**src/rtl/pc_controller_if.sv**
```systemverilog
// Bundle between the fetch-side hazard/branch logic and the PC controller.
// The master drives the requests; the slave (controller) drives PC control.
interface pc_controller_if #(
  parameter int CNT_W = 8
);
  logic [31:0]      PCIn;
  logic             StallReq;
  logic             BranchTaken;
  logic [31:0]      BranchTarget;
  logic             Jump;
  logic [31:0]      JumpTarget;
  logic             Halt;
  logic [31:0]      NextPC;
  logic             PCEn;
  logic             IFIDWrite;
  logic             IFIDFlush;
  logic             Halted;
  logic             AlignErr;
  logic [CNT_W-1:0] StallCount;

  modport master (
    output PCIn, StallReq, BranchTaken, BranchTarget,
    output Jump, JumpTarget, Halt,
    input  NextPC, PCEn, IFIDWrite, IFIDFlush,
    input  Halted, AlignErr, StallCount
  );

  modport slave (
    input  PCIn, StallReq, BranchTaken, BranchTarget,
    input  Jump, JumpTarget, Halt,
    output NextPC, PCEn, IFIDWrite, IFIDFlush,
    output Halted, AlignErr, StallCount
  );
endinterface

```
**src/rtl/pc_controller.sv**
```systemverilog
// Next-PC selection and IF/ID control: sequential fetch, stalls,
// branch/jump redirects with squash, halt, plus stall and alignment stats.
module pc_controller #(
  parameter logic [31:0] RESET_VECTOR = 32'h00000000,
  parameter int          CNT_W        = 8
) (
  input logic           Clk,
  input logic           Reset,
  pc_controller_if.slave bus
);

  typedef enum logic [2:0] {
    INIT  = 3'd0,
    RUN   = 3'd1,
    STALL = 3'd2,
    FLUSH = 3'd3,
    HALT  = 3'd4
  } state_t;

  state_t           state;
  state_t           nxt;
  logic [31:0]      npc;
  logic [31:0]      pc_seq;
  logic [31:0]      tgt;
  logic             pcen;
  logic             wr;
  logic             fl;
  logic             redir;
  logic             aerr;
  logic [CNT_W-1:0] cnt;

  assign pc_seq = bus.PCIn + 32'd4;

  always_ff @(posedge Clk or posedge Reset) begin
    if (Reset) state <= INIT;
    else       state <= nxt;
  end

  always_comb begin
    nxt   = state;
    npc   = pc_seq;
    pcen  = 1'b1;
    wr    = 1'b1;
    fl    = 1'b0;
    redir = 1'b0;
    tgt   = 32'd0;
    unique case (state)
      INIT: begin
        npc = RESET_VECTOR;
        wr  = 1'b0;
        fl  = 1'b1;
        nxt = RUN;
      end
      RUN, STALL: begin
        if (bus.Halt) begin
          npc  = bus.PCIn;
          pcen = 1'b0;
          wr   = 1'b0;
          fl   = 1'b1;
          nxt  = HALT;
        end else if (bus.BranchTaken) begin
          redir = 1'b1;
          tgt   = bus.BranchTarget;
          fl    = 1'b1;
          nxt   = FLUSH;
        end else if (bus.Jump && state == RUN) begin
          redir = 1'b1;
          tgt   = bus.JumpTarget;
          fl    = 1'b1;
          nxt   = RUN;
        end else if (bus.StallReq) begin
          npc  = bus.PCIn;
          pcen = 1'b0;
          wr   = 1'b0;
          nxt  = STALL;
        end else begin
          nxt = RUN;
        end
        if (redir) npc = {tgt[31:2], 2'b00};
      end
      // Second wrong-path slot after a branch; requests are not honoured here.
      FLUSH: begin
        fl  = 1'b1;
        nxt = RUN;
      end
      HALT: begin
        npc  = bus.PCIn;
        pcen = 1'b0;
        wr   = 1'b0;
        fl   = 1'b1;
        nxt  = HALT;
      end
      default: begin
        npc = RESET_VECTOR;
        wr  = 1'b0;
        fl  = 1'b1;
        nxt = INIT;
      end
    endcase
  end

  always_ff @(posedge Clk or posedge Reset) begin
    if (Reset) begin
      aerr <= 1'b0;
      cnt  <= '0;
    end else begin
      if (redir && tgt[1:0] != 2'b00) aerr <= 1'b1;
      if ((state == RUN || state == STALL) && !pcen && cnt != '1)
        cnt <= cnt + 1'b1;
    end
  end

  assign bus.NextPC     = npc;
  assign bus.PCEn       = pcen;
  assign bus.IFIDWrite  = wr;
  assign bus.IFIDFlush  = fl;
  assign bus.Halted     = (state == HALT);
  assign bus.AlignErr   = aerr;
  assign bus.StallCount = cnt;

endmodule

```
**src/flat_wrapper.sv**
```systemverilog
// flat-port wrapper written by rule: the top's interface ports become plain ports
module pc_controller_flat 
#(
  parameter logic [31:0] RESET_VECTOR = 32'h00000000,
  parameter int          CNT_W        = 8
)
  (Clk, Reset, bus_PCIn, bus_StallReq, bus_BranchTaken, bus_BranchTarget, bus_Jump, bus_JumpTarget, bus_Halt, bus_NextPC, bus_PCEn, bus_IFIDWrite, bus_IFIDFlush, bus_Halted, bus_AlignErr, bus_StallCount);
  pc_controller_if #(.CNT_W(CNT_W)) bus_i ();
  input logic Clk;
  input logic Reset;
  input wire logic [$bits(bus_i.PCIn)-1:0] bus_PCIn;
  input wire logic [$bits(bus_i.StallReq)-1:0] bus_StallReq;
  input wire logic [$bits(bus_i.BranchTaken)-1:0] bus_BranchTaken;
  input wire logic [$bits(bus_i.BranchTarget)-1:0] bus_BranchTarget;
  input wire logic [$bits(bus_i.Jump)-1:0] bus_Jump;
  input wire logic [$bits(bus_i.JumpTarget)-1:0] bus_JumpTarget;
  input wire logic [$bits(bus_i.Halt)-1:0] bus_Halt;
  output wire logic [$bits(bus_i.NextPC)-1:0] bus_NextPC;
  output wire logic [$bits(bus_i.PCEn)-1:0] bus_PCEn;
  output wire logic [$bits(bus_i.IFIDWrite)-1:0] bus_IFIDWrite;
  output wire logic [$bits(bus_i.IFIDFlush)-1:0] bus_IFIDFlush;
  output wire logic [$bits(bus_i.Halted)-1:0] bus_Halted;
  output wire logic [$bits(bus_i.AlignErr)-1:0] bus_AlignErr;
  output wire logic [$bits(bus_i.StallCount)-1:0] bus_StallCount;
  assign bus_i.PCIn = bus_PCIn;
  assign bus_i.StallReq = bus_StallReq;
  assign bus_i.BranchTaken = bus_BranchTaken;
  assign bus_i.BranchTarget = bus_BranchTarget;
  assign bus_i.Jump = bus_Jump;
  assign bus_i.JumpTarget = bus_JumpTarget;
  assign bus_i.Halt = bus_Halt;
  assign bus_NextPC = bus_i.NextPC;
  assign bus_PCEn = bus_i.PCEn;
  assign bus_IFIDWrite = bus_i.IFIDWrite;
  assign bus_IFIDFlush = bus_i.IFIDFlush;
  assign bus_Halted = bus_i.Halted;
  assign bus_AlignErr = bus_i.AlignErr;
  assign bus_StallCount = bus_i.StallCount;
  pc_controller #(.RESET_VECTOR(RESET_VECTOR), .CNT_W(CNT_W)) u_core (.Clk(Clk), .Reset(Reset), .bus(bus_i));
endmodule
```
**config.mk**
```make
export PLATFORM = sky130hd
export DESIGN_NAME = pc_controller_flat
export DESIGN_NICKNAME = d
export VERILOG_FILES = /design/src/rtl/pc_controller_if.sv /design/src/rtl/pc_controller.sv /design/src/flat_wrapper.sv
export SDC_FILE = /design/constraint.sdc
export NUM_CORES = 1
export LEC_CHECK = 0
export ABC_AREA = 1
export CORE_UTILIZATION = 40
export CTS_BUF_LIST = sky130_fd_sc_hd__clkbuf_16
export DETAILED_ROUTE_END_ITERATION = 16
export PLACE_DENSITY = 0.88
export SLEW_MARGIN = 20
export SYNTH_ARGS = -nofsm -noshare
export SYNTH_HDL_FRONTEND = slang
export SYNTH_SLANG_ARGS = --single-unit
```
**constraint.sdc**
```tcl
create_clock -name Clk -period 1.75 [get_ports Clk]
set_input_delay 0.175 -clock Clk [delete_from_list [all_inputs] [get_ports Clk]]
set_output_delay 0.175 -clock Clk [all_outputs]
set_load 0.1 [all_outputs]
```
==> impl_metrics.csv, run 1 <==
group,metric,value,unit
clocking,clock-sinks,12,
global_routing,grt_use_total,77.78,%
sta,grt_repair_worst_endpoint,"bus_NextPC[19]",
die,initial_core_util,41.81,%
logic_synthesis,synth-seq-cells,12,
die,die_h,92.34,um
logic_synthesis,synth_common_cells,"254 x nand2_1, 93 x nand3_1, 63 x inv_1",
place,gp_congestion,1.062,
logic_synthesis,synth.area.top_cells,"nand2_1 29%, nand3_1 14%, dfrtp_1 9.2%",
sta,endpoint_type,"top-level output",
logic_synthesis,yosysWarnings,0,
outcome,lastStage,"5_1_grt",
place,dp_hpwl,12460,um
clocking,cts_buffers,3,
logic_synthesis,avgSynthCellArea,5.053,um2
clocking,cts-htree-levels,1,
clocking,cts-root-buf,"clkbuf_16",
clocking,ctsLongestPathBuffers,2,
global_routing,grt_overflow,179,
logic_synthesis,async_flop_share,100.0,%
die,rows,32,
logic_synthesis,syn_area,0.003264,mm2
place,io_buffers,146,
die,io_pins,147,
logic_synthesis,syn_nets,750,
outcome,error_line,"[ERROR GRT-0232] Routing congestion too high. Check the congestion heatmap in the GUI.",
logic_synthesis,ys_types,36,
logic_synthesis,ys_seq_area_share,9.199,%
logic_synthesis,synth_flop_cell,"dfrtp_1",
outcome,status,"did not finish",
die,dieWidth,92.34,um
logic_synthesis,yosys.area.top_type,"nand2_1",
logic_synthesis,synthCells,646,
logic_synthesis,synth_enable_flop_cells,0,
logic_synthesis,yosysMostFrequentCell,"nand2_1",
global_routing,grt_max_degree,24,
logic_synthesis,synthDominantCellAreaShare,29.21,%
routing by layer:
metal | GRT overflow | GRT usage (%)
met2 | 117 | 102.7
met5 | 0 | 0
met1 | 0 | 74.70
met3 | 0 | 51.72
met4 | 62 | 90.49
repair_timing:
action / in CTS
endpoints found under the setup margin: 36
hold buffers: 0
setup buffers: 15
pin swaps: 22
cloned: 2
resized for setup: 138
cell families after synthesis:
group	Yosys count	synth area share (%)
AO/OA/AOI/OAI	108	18.97
adder cells (fa/ha/maj)	2	0.7665
flip-flops	12	9.199
XOR/XNOR	10	2.913
buffers and inverters	98	13.57
AND/OR/NAND/NOR	416	54.58
through the flow:
stage | hold WS (ns) | utilization (%) | setup WS, ns | cells | cell area [um2]
3_5_place_dp | 0.4786 | 78.22 | -0.4961 | 957 | 6107
4_1_cts | 0.2575 | 86.15 | -0.3637 | 975 | 6726
2_1_floorplan | 0.03933 | - | -0.1457 | 646 | 3586
3_3_place_gp | 0.4660 | 78.22 | -0.4098 | 957 | 6107
==> run 2, diff against run 1 <==
- CORE_UTILIZATION: 40 -> 25
- CTS_BUF_LIST: sky130_fd_sc_hd__clkbuf_16 -> default
- PLACE_DENSITY: 0.88 -> default
- PLACE_DENSITY_LB_ADDON: default -> 0.15
==> impl_metrics.csv, run 2 <==
group,metric,value,unit
outcome,status,"complete, but fails checks",
outcome,violations,"setup timing",
clocking,cts_buffers,3,
place,io_buffers,146,
clocking,clkSlewWorstSetupHoldPaths,0.04,ns
worst_setup_path,start_kind,"flip-flop",
die,io_pins,147,
layout,layout-drive-gt1-share,40.49,%
worst_setup_path,critPathCaptureType,"output port",
layout,layout_common_cells,"189 x nand2_1, 91 x buf_4, 80 x clkdlybuf4s50_1, 73 x nand3_1, 56 x inv_1",
layout,regArea,315.3,um2
layout,fill_cells,1228,
layout,layout.cells.most_common,"nand2_1",
run,max-cap-violations,0,
sta,maxSlewHeadroom,67.67,%
clocking,cts-htree-levels,1,
global_routing,grt_max_degree,24,
routing,vias_per_cell,4.930,
logic_synthesis,synthDominantCellAreaShare,29.21,%
sta,period_share,119.6,%
logic_synthesis,ys_seq_area_share,9.199,%
sta,grt_setup_unrepaired,"true",
logic_synthesis,synth.area.top_cells,"nand2_1 29%, nand3_1 14%, dfrtp_1 9.2%",
logic_synthesis,synth-seq-cells,12,
global_routing,grt_overflow,0,
die,die_h,116.3,um
layout,n_antenna_cell,0,
sta,setup_violations,34,
routing,drcViolationCount,0,
routing,ant_nets,0,
sta,fin_setup_tns,-8.769,ns
logic_synthesis,ys_types,36,
die,core,0.01267,mm2
logic_synthesis,async_flop_share,100.0,%
sta,maxSlewViolCount,0,
routing,dr.first_iter.drc_count,256,
place,dp_hpwl,12780,um
layout,stdcell_area,0.007482,mm2
place,dpl_cell_area,0.006245,mm2
worst_setup_path,worst_ep_required_time,1.57,ns
logic_synthesis,yosysMostFrequentCell,"nand2_1",
die,dieWidth,116.3,um
pwr,power.leakage,3.209,nW
clocking,clk_latency,0.24,ns
die,initial_core_util,25.76,%
logic_synthesis,synth_common_cells,"254 x nand2_1, 93 x nand3_1, 63 x inv_1",
global_routing,antenna_found_initial,0,
logic_synthesis,synth_enable_flop_cells,0,
clocking,ctsLongestPathBuffers,2,
sta,fin_skew,0.003024,ns
routing,firstDrtPassIters,6,
routing,vias,5231,
worst_setup_path,critPathKind,"reg2out",
logic_synthesis,yosysWarnings,0,
global_routing,grt_use_total,24.37,%
pwr,ir_drop,0.001253,V
sta,finalCriticalPeriod,2.092,ns
global_routing,grt_pass1_wl,25450,um
clocking,holdBufCountCts,0,
die,dieArea,0.01352,mm2
routing,wl_per_cell,16.24,um
pwr,p_total,0.01206,W
sta,finalHoldViolCount,0,
clocking,cts-root-buf,"clkbuf_16",
pwr,power_density,1612,mW/mm2
place,gp_congestion,0.8750,
clocking,cts_tree,"yes",
logic_synthesis,synth_flop_cell,"dfrtp_1",
worst_setup_path,crit_fanout,20,
layout,fin_util,59.05,%
layout,final_nets,994,
clocking,clock-sinks,12,
die,rows,41,
layout,multi_input_area,0.003452,mm2
logic_synthesis,synthCells,646,
logic_synthesis,syn_area,0.003264,mm2
layout,areaGrowthSynthToFinish,129.2,%
sta,tightest_slew,0.4844,ns
sta,setup_ws,-0.3422,ns
layout,largest_register_ffs,8,
logic_synthesis,syn_nets,750,
routing,finalWirelength,17230,um
sta,fmax,478.0,MHz
worst_setup_path,reg2reg_slack,0.09,ns
min_path,hp-class,"in2async",
worst_setup_path,crit_arrival,1.92,ns
global_routing,grt_pass1_vias,5069,
logic_synthesis,avgSynthCellArea,5.053,um2
logic_synthesis,yosys.area.top_type,"nand2_1",
run 2: cell counts after synthesis:
No cell type changed its count.
run 2: kinds of logic (layout without fill, tap and decap cells):
kind of cell,count (synthesis),in the layout,share of synthesized area (%)
flops,12,12,9.199
fa+ha+maj,2,2,0.7665
compound gates,108,108,18.97
simple gates,416,416,54.58
buf+inv,98,341,13.57
xor+xnor,10,10,2.913
run 2: final cells by class:
type                       count  area share, %
inverter                      70          4.097
sequential                    12          4.214
timing repair inverter         3         0.5853
tap                          172          2.876
timing repair buffer         264          41.04
clock buffer                   4          1.054
multi-input combinational    536          46.14
run 2: through the flow:
stage	hold slack [ns]	setup WS, ns	cells
3_3_place_gp	0.4680	-0.5805	1032
4_1_cts	0.2798	-0.3325	1047
3_5_place_dp	0.4697	-0.5555	1032
2_1_floorplan	0.03933	-0.1457	646
5_1_grt	0.3213	-0.4290	1061
6_report	0.2665	-0.3422	1061
run 2: timing repair:
action | in CTS | in global routing
resized for setup | 152 | 77
pin swaps | 36 | 18
endpoints found under the hold margin | 0 | 0
setup buffers | 7 | 9
gates cloned | 5 | 5
setup endpoints to repair | 35 | 36
run 2: where the power goes:
| group | switching [W] | internal [W] | total [W] |
|---|---|---|---|
| combinational | 0.00698 | 0.00415 | 0.0111 |
| sequential | 0.000121 | 0.000391 | 0.000512 |
| clock | 0.000116 | 0.000306 | 0.000422 |
| total | 0.00721 | 0.00485 | 0.0121 |
run 2: metal layers:
layer  wire [um]  global-route usage (%)  up-vias  part of all wire [%]
met5           0                       0        -                     0
met4         326                   4.615        0                   1.9
met3         758                   2.698       22                   4.4
met2        8751                   45.44      160                    51
met1        7396                   30.02     2451                    43
li1            -                       -     2598                     -
run 2: worst paths after layout:
path                                                  from  depth (start not counted)                              endpoint
setup / recovery                 u_core.state[2]$_DFF_PP0_                          9                         bus_NextPC[4]
hold / removal                                       Reset                          2       u_core.bus.AlignErr$_DFFE_PP0P_
setup reg to reg                 u_core.state[0]$_DFF_PP0_                         10  u_core.bus.StallCount[0]$_DFFE_PP0P_
hold reg to reg            u_core.bus.AlignErr$_DFFE_PP0P_                          1       u_core.bus.AlignErr$_DFFE_PP0P_
max in group asynchronous                            Reset                          2  u_core.bus.StallCount[0]$_DFFE_PP0P_
min in group Clk           u_core.bus.AlignErr$_DFFE_PP0P_                          1       u_core.bus.AlignErr$_DFFE_PP0P_
run 2: worst max-delay path, stage by stage (launching register included):
cell	delay [ns]
dfrtp_1	0.39
buf_4	0.16
nor3_4	0.21
inv_2	0.07
buf_12	0.17
buf_4	0.16
a31oi_1	0.15
nand2_1	0.11
nand2_4	0.08
buf_12	0.16
No activity file was read; power rests on OpenSTA's default activity.
==> patch: new RTL, flow settings as in run 2 <==
`CNT_W` is set to 8 in 3 places; all go to 12.
--- a/src/rtl/pc_controller_if.sv
+++ b/src/rtl/pc_controller_if.sv
@@ -2,5 +2,5 @@
 // The master drives the requests; the slave (controller) drives PC control.
 interface pc_controller_if #(
-  parameter int CNT_W = 8
+  parameter int CNT_W = 12
 );
   logic [31:0]      PCIn;
--- a/src/rtl/pc_controller.sv
+++ b/src/rtl/pc_controller.sv
@@ -3,5 +3,5 @@
 module pc_controller #(
   parameter logic [31:0] RESET_VECTOR = 32'h00000000,
-  parameter int          CNT_W        = 8
+  parameter int          CNT_W        = 12
 ) (
   input logic           Clk,
--- a/src/flat_wrapper.sv
+++ b/src/flat_wrapper.sv
@@ -3,5 +3,5 @@
 #(
   parameter logic [31:0] RESET_VECTOR = 32'h00000000,
-  parameter int          CNT_W        = 8
+  parameter int          CNT_W        = 12
 )
   (Clk, Reset, bus_PCIn, bus_StallReq, bus_BranchTaken, bus_BranchTarget, bus_Jump, bus_JumpTarget, bus_Halt, bus_NextPC, bus_PCEn, bus_IFIDWrite, bus_IFIDFlush, bus_Halted, bus_AlignErr, bus_StallCount);
Ports: changed (resized bus_StallCount); port bits go from 147 to 151. No check against the original RTL was run, so the function may have changed too.
==> patch against run 2 <==
- the flow still finishes with violations (negative setup slack)
- global-route usage decreased by 0.070 points
- sequential cell count grew 4
- routed wire length is 3.1% higher
- final area grew 0.28%
- worst setup slack got worse by 0.013 ns
- area after synthesis grew 7.5%
- fmax fell by 0.60%
- total power rose by 2.1%
- critical endpoint is now bus_NextPC[31]
==> patch: results (changes against run 2) <==
Run status
  • Status: finished, violations left
  • Failing checks: negative setup slack

Place
  • Placer Congestion: 0.926 (+5.8%)
  • DP Worst Slack: -0.588 ns (-0.0323 ns)
  • Placed Area: 6800 µm² (+8.9%)
  • Detail Placement HPWL: 14,200 µm (+11%)
  • Post-placement cell count: 1,067 (+3.4%)
  • PortBufs: 150 (+2.7%)

Synthesis
  • Synth Area in Compound Gates: 18.6% (-0.39 points)
  • Multiplexer share of the synthesized area: 0.285% (+0.29 points)
  • XOR/XNOR Fraction of Synth Area: 4.46% (+1.5 points)
  • Yosys cell types: 39 (+8.3%)
  • Cells after synthesis: 659 (+2.0%)
  • Syn Nets: 763 (+1.7%)
  • Largest cells by area after synthesis: nand2_1 (24%), nand3_1 (14%), dfrtp_1 (11%)
  • FFs w/ async S/R, synth: 100% (unchanged)
  • Post-synthesis adder-cell area fraction: 0.713% (-0.053 points)
  • Share of the yosys chip area belonging to registers: 11.4% (+2.2 points)
  • Post-synth top cells: nand2_1 (227), nand3_1 (97), inv_1 (55)

Critical path
  • R2R Path Start: u_core.state[1]$_DFF_PP0_
  • R2R cell count: 10 (unchanged)
  • Crit path max fanout: 5 (-75%)
  • R2R Path End: u_core.bus.StallCount[9]$_DFFE_PP0P_
  • Critical path's largest stage delay: 0.39 ns (about the same)
  • Flop2flop setup slack: 0.07 ns (-0.02 ns)

Timing
  • Slew @ Worst Pin: 0.670 ns (+0.185 ns)
  • Worst hold margin: 0.331 ns (+0.0646 ns)
  • Final setup fails: 36 (+5.9%)
  • Setup_tns: -9.91 ns (-1.14 ns)
  • Clock Skews: 0.000527 ns (-0.00250 ns)
  • Setup WS post-layout: -0.355 ns (-0.0127 ns)

Route
  • Wire length on met2: 8310 µm (-5.1%)
  • First-pass DRT Iterations: 5 (-1)
  • DR WL met3: 1200 µm (+58%)
  • WL met1: 7970 µm (+7.7%)
  • Vias per cell: 4.90 (-0.54%)
  • DRT iter0 DRCs: 324 (+27%)
  • Routed len/inst: 16.3 µm (+0.30%)

Power
  • Internal: 0.00497 W (+2.4%)
  • Flip-flop and latch power: 0.000664 W (+30%)
  • Pleak: 3.34 nW (+4.0%)

Layout
  • Final non-filler cell total: 1,091 (+2.8%)
  • Max reg flops: 12 (+4)
  • Final net count: 1,019 (+2.5%)
  • Layout cells sized above 1: 38.9% (-1.5 points)
  • # fillers: 1,333 (+8.6%)

Clock network
  • Post-CTS resize count: 113 (-26%)
  • Post-CTS setup buffers: 13 (+6)

GRT
  • Met1 GRT Util: 33.3% (+3.2 points)
  • First-pass GRT wire length: 27,700 µm (+8.8%)
  • Vias in the first global route: 5,279 (+4.1%)
  • GR Layer Usage met2: 40.4% (-5.0 points)
  • Initial antenna violation count: 1 (+1)
  • Largest net degree at the start of global routing: 22 (-8.3%)
[patch: changes by cell type in the layout (fill, tap and decap cells not counted), moves of 10 or more]
cell,delta
buf_4,+22
nand2_2,-13
o21ai_0,+12
a31oi_1,+11
nand2_4,-11
nand3_2,-11
nand3_4,+10
nor2_1,-10
nor2_2,+10
[patch: worst reg2reg max path: stages, from the launching register on]
cell,delay (ns)
dfrtp_1,0.39
buf_4,0.16
nand2_2,0.11
nand3_4,0.14
inv_4,0.14
buf_4,0.19
nand3_4,0.13
inv_4,0.11
buf_4,0.11
nand2_1,0.04
o21ai_0,0.07
[patch: worst max path at each step]
stage                                    startpoint             end  cells past startpoint
final                     u_core.state[1]$_DFF_PP0_  bus_NextPC[31]                     10
after global placement                 bus_PCIn[17]  bus_NextPC[31]                     11
after floorplan           u_core.state[2]$_DFF_PP0_   bus_NextPC[2]                      8
after CTS                 u_core.state[0]$_DFF_PP0_   bus_NextPC[2]                     11
after global routing      u_core.state[2]$_DFF_PP0_  bus_NextPC[12]                     11
after detailed placement                bus_PCIn[3]  bus_NextPC[31]                     12
[patch: final cells by class]
type                       instances  area [µm²]  share of cell area [%]
clock buffer                       4        88.8                    1.18
multi-input combinational        548        3440                    45.8
tap                              176         220                    2.93
timing repair inverter             2        15.0                   0.200
antenna                            1        2.50                  0.0333
sequential                        16         419                    5.59
inverter                          66         273                    3.64
timing repair buffer             278        3050                    40.6
[patch: kinds of logic (layout without fill, tap and decap cells)]
| group | after synthesis | after routing |
|---|---|---|
| DFF | 16 | 16 |
| and+or+nand+nor | 413 | 413 |
| other | 0 | 1 |
| buffers and inverters | 95 | 350 |
| muxes | 1 | 1 |
| adders and majority gates | 2 | 2 |
| AOI/OAI and AO/OA | 115 | 115 |
| xor gates and xnor gates | 17 | 17 |
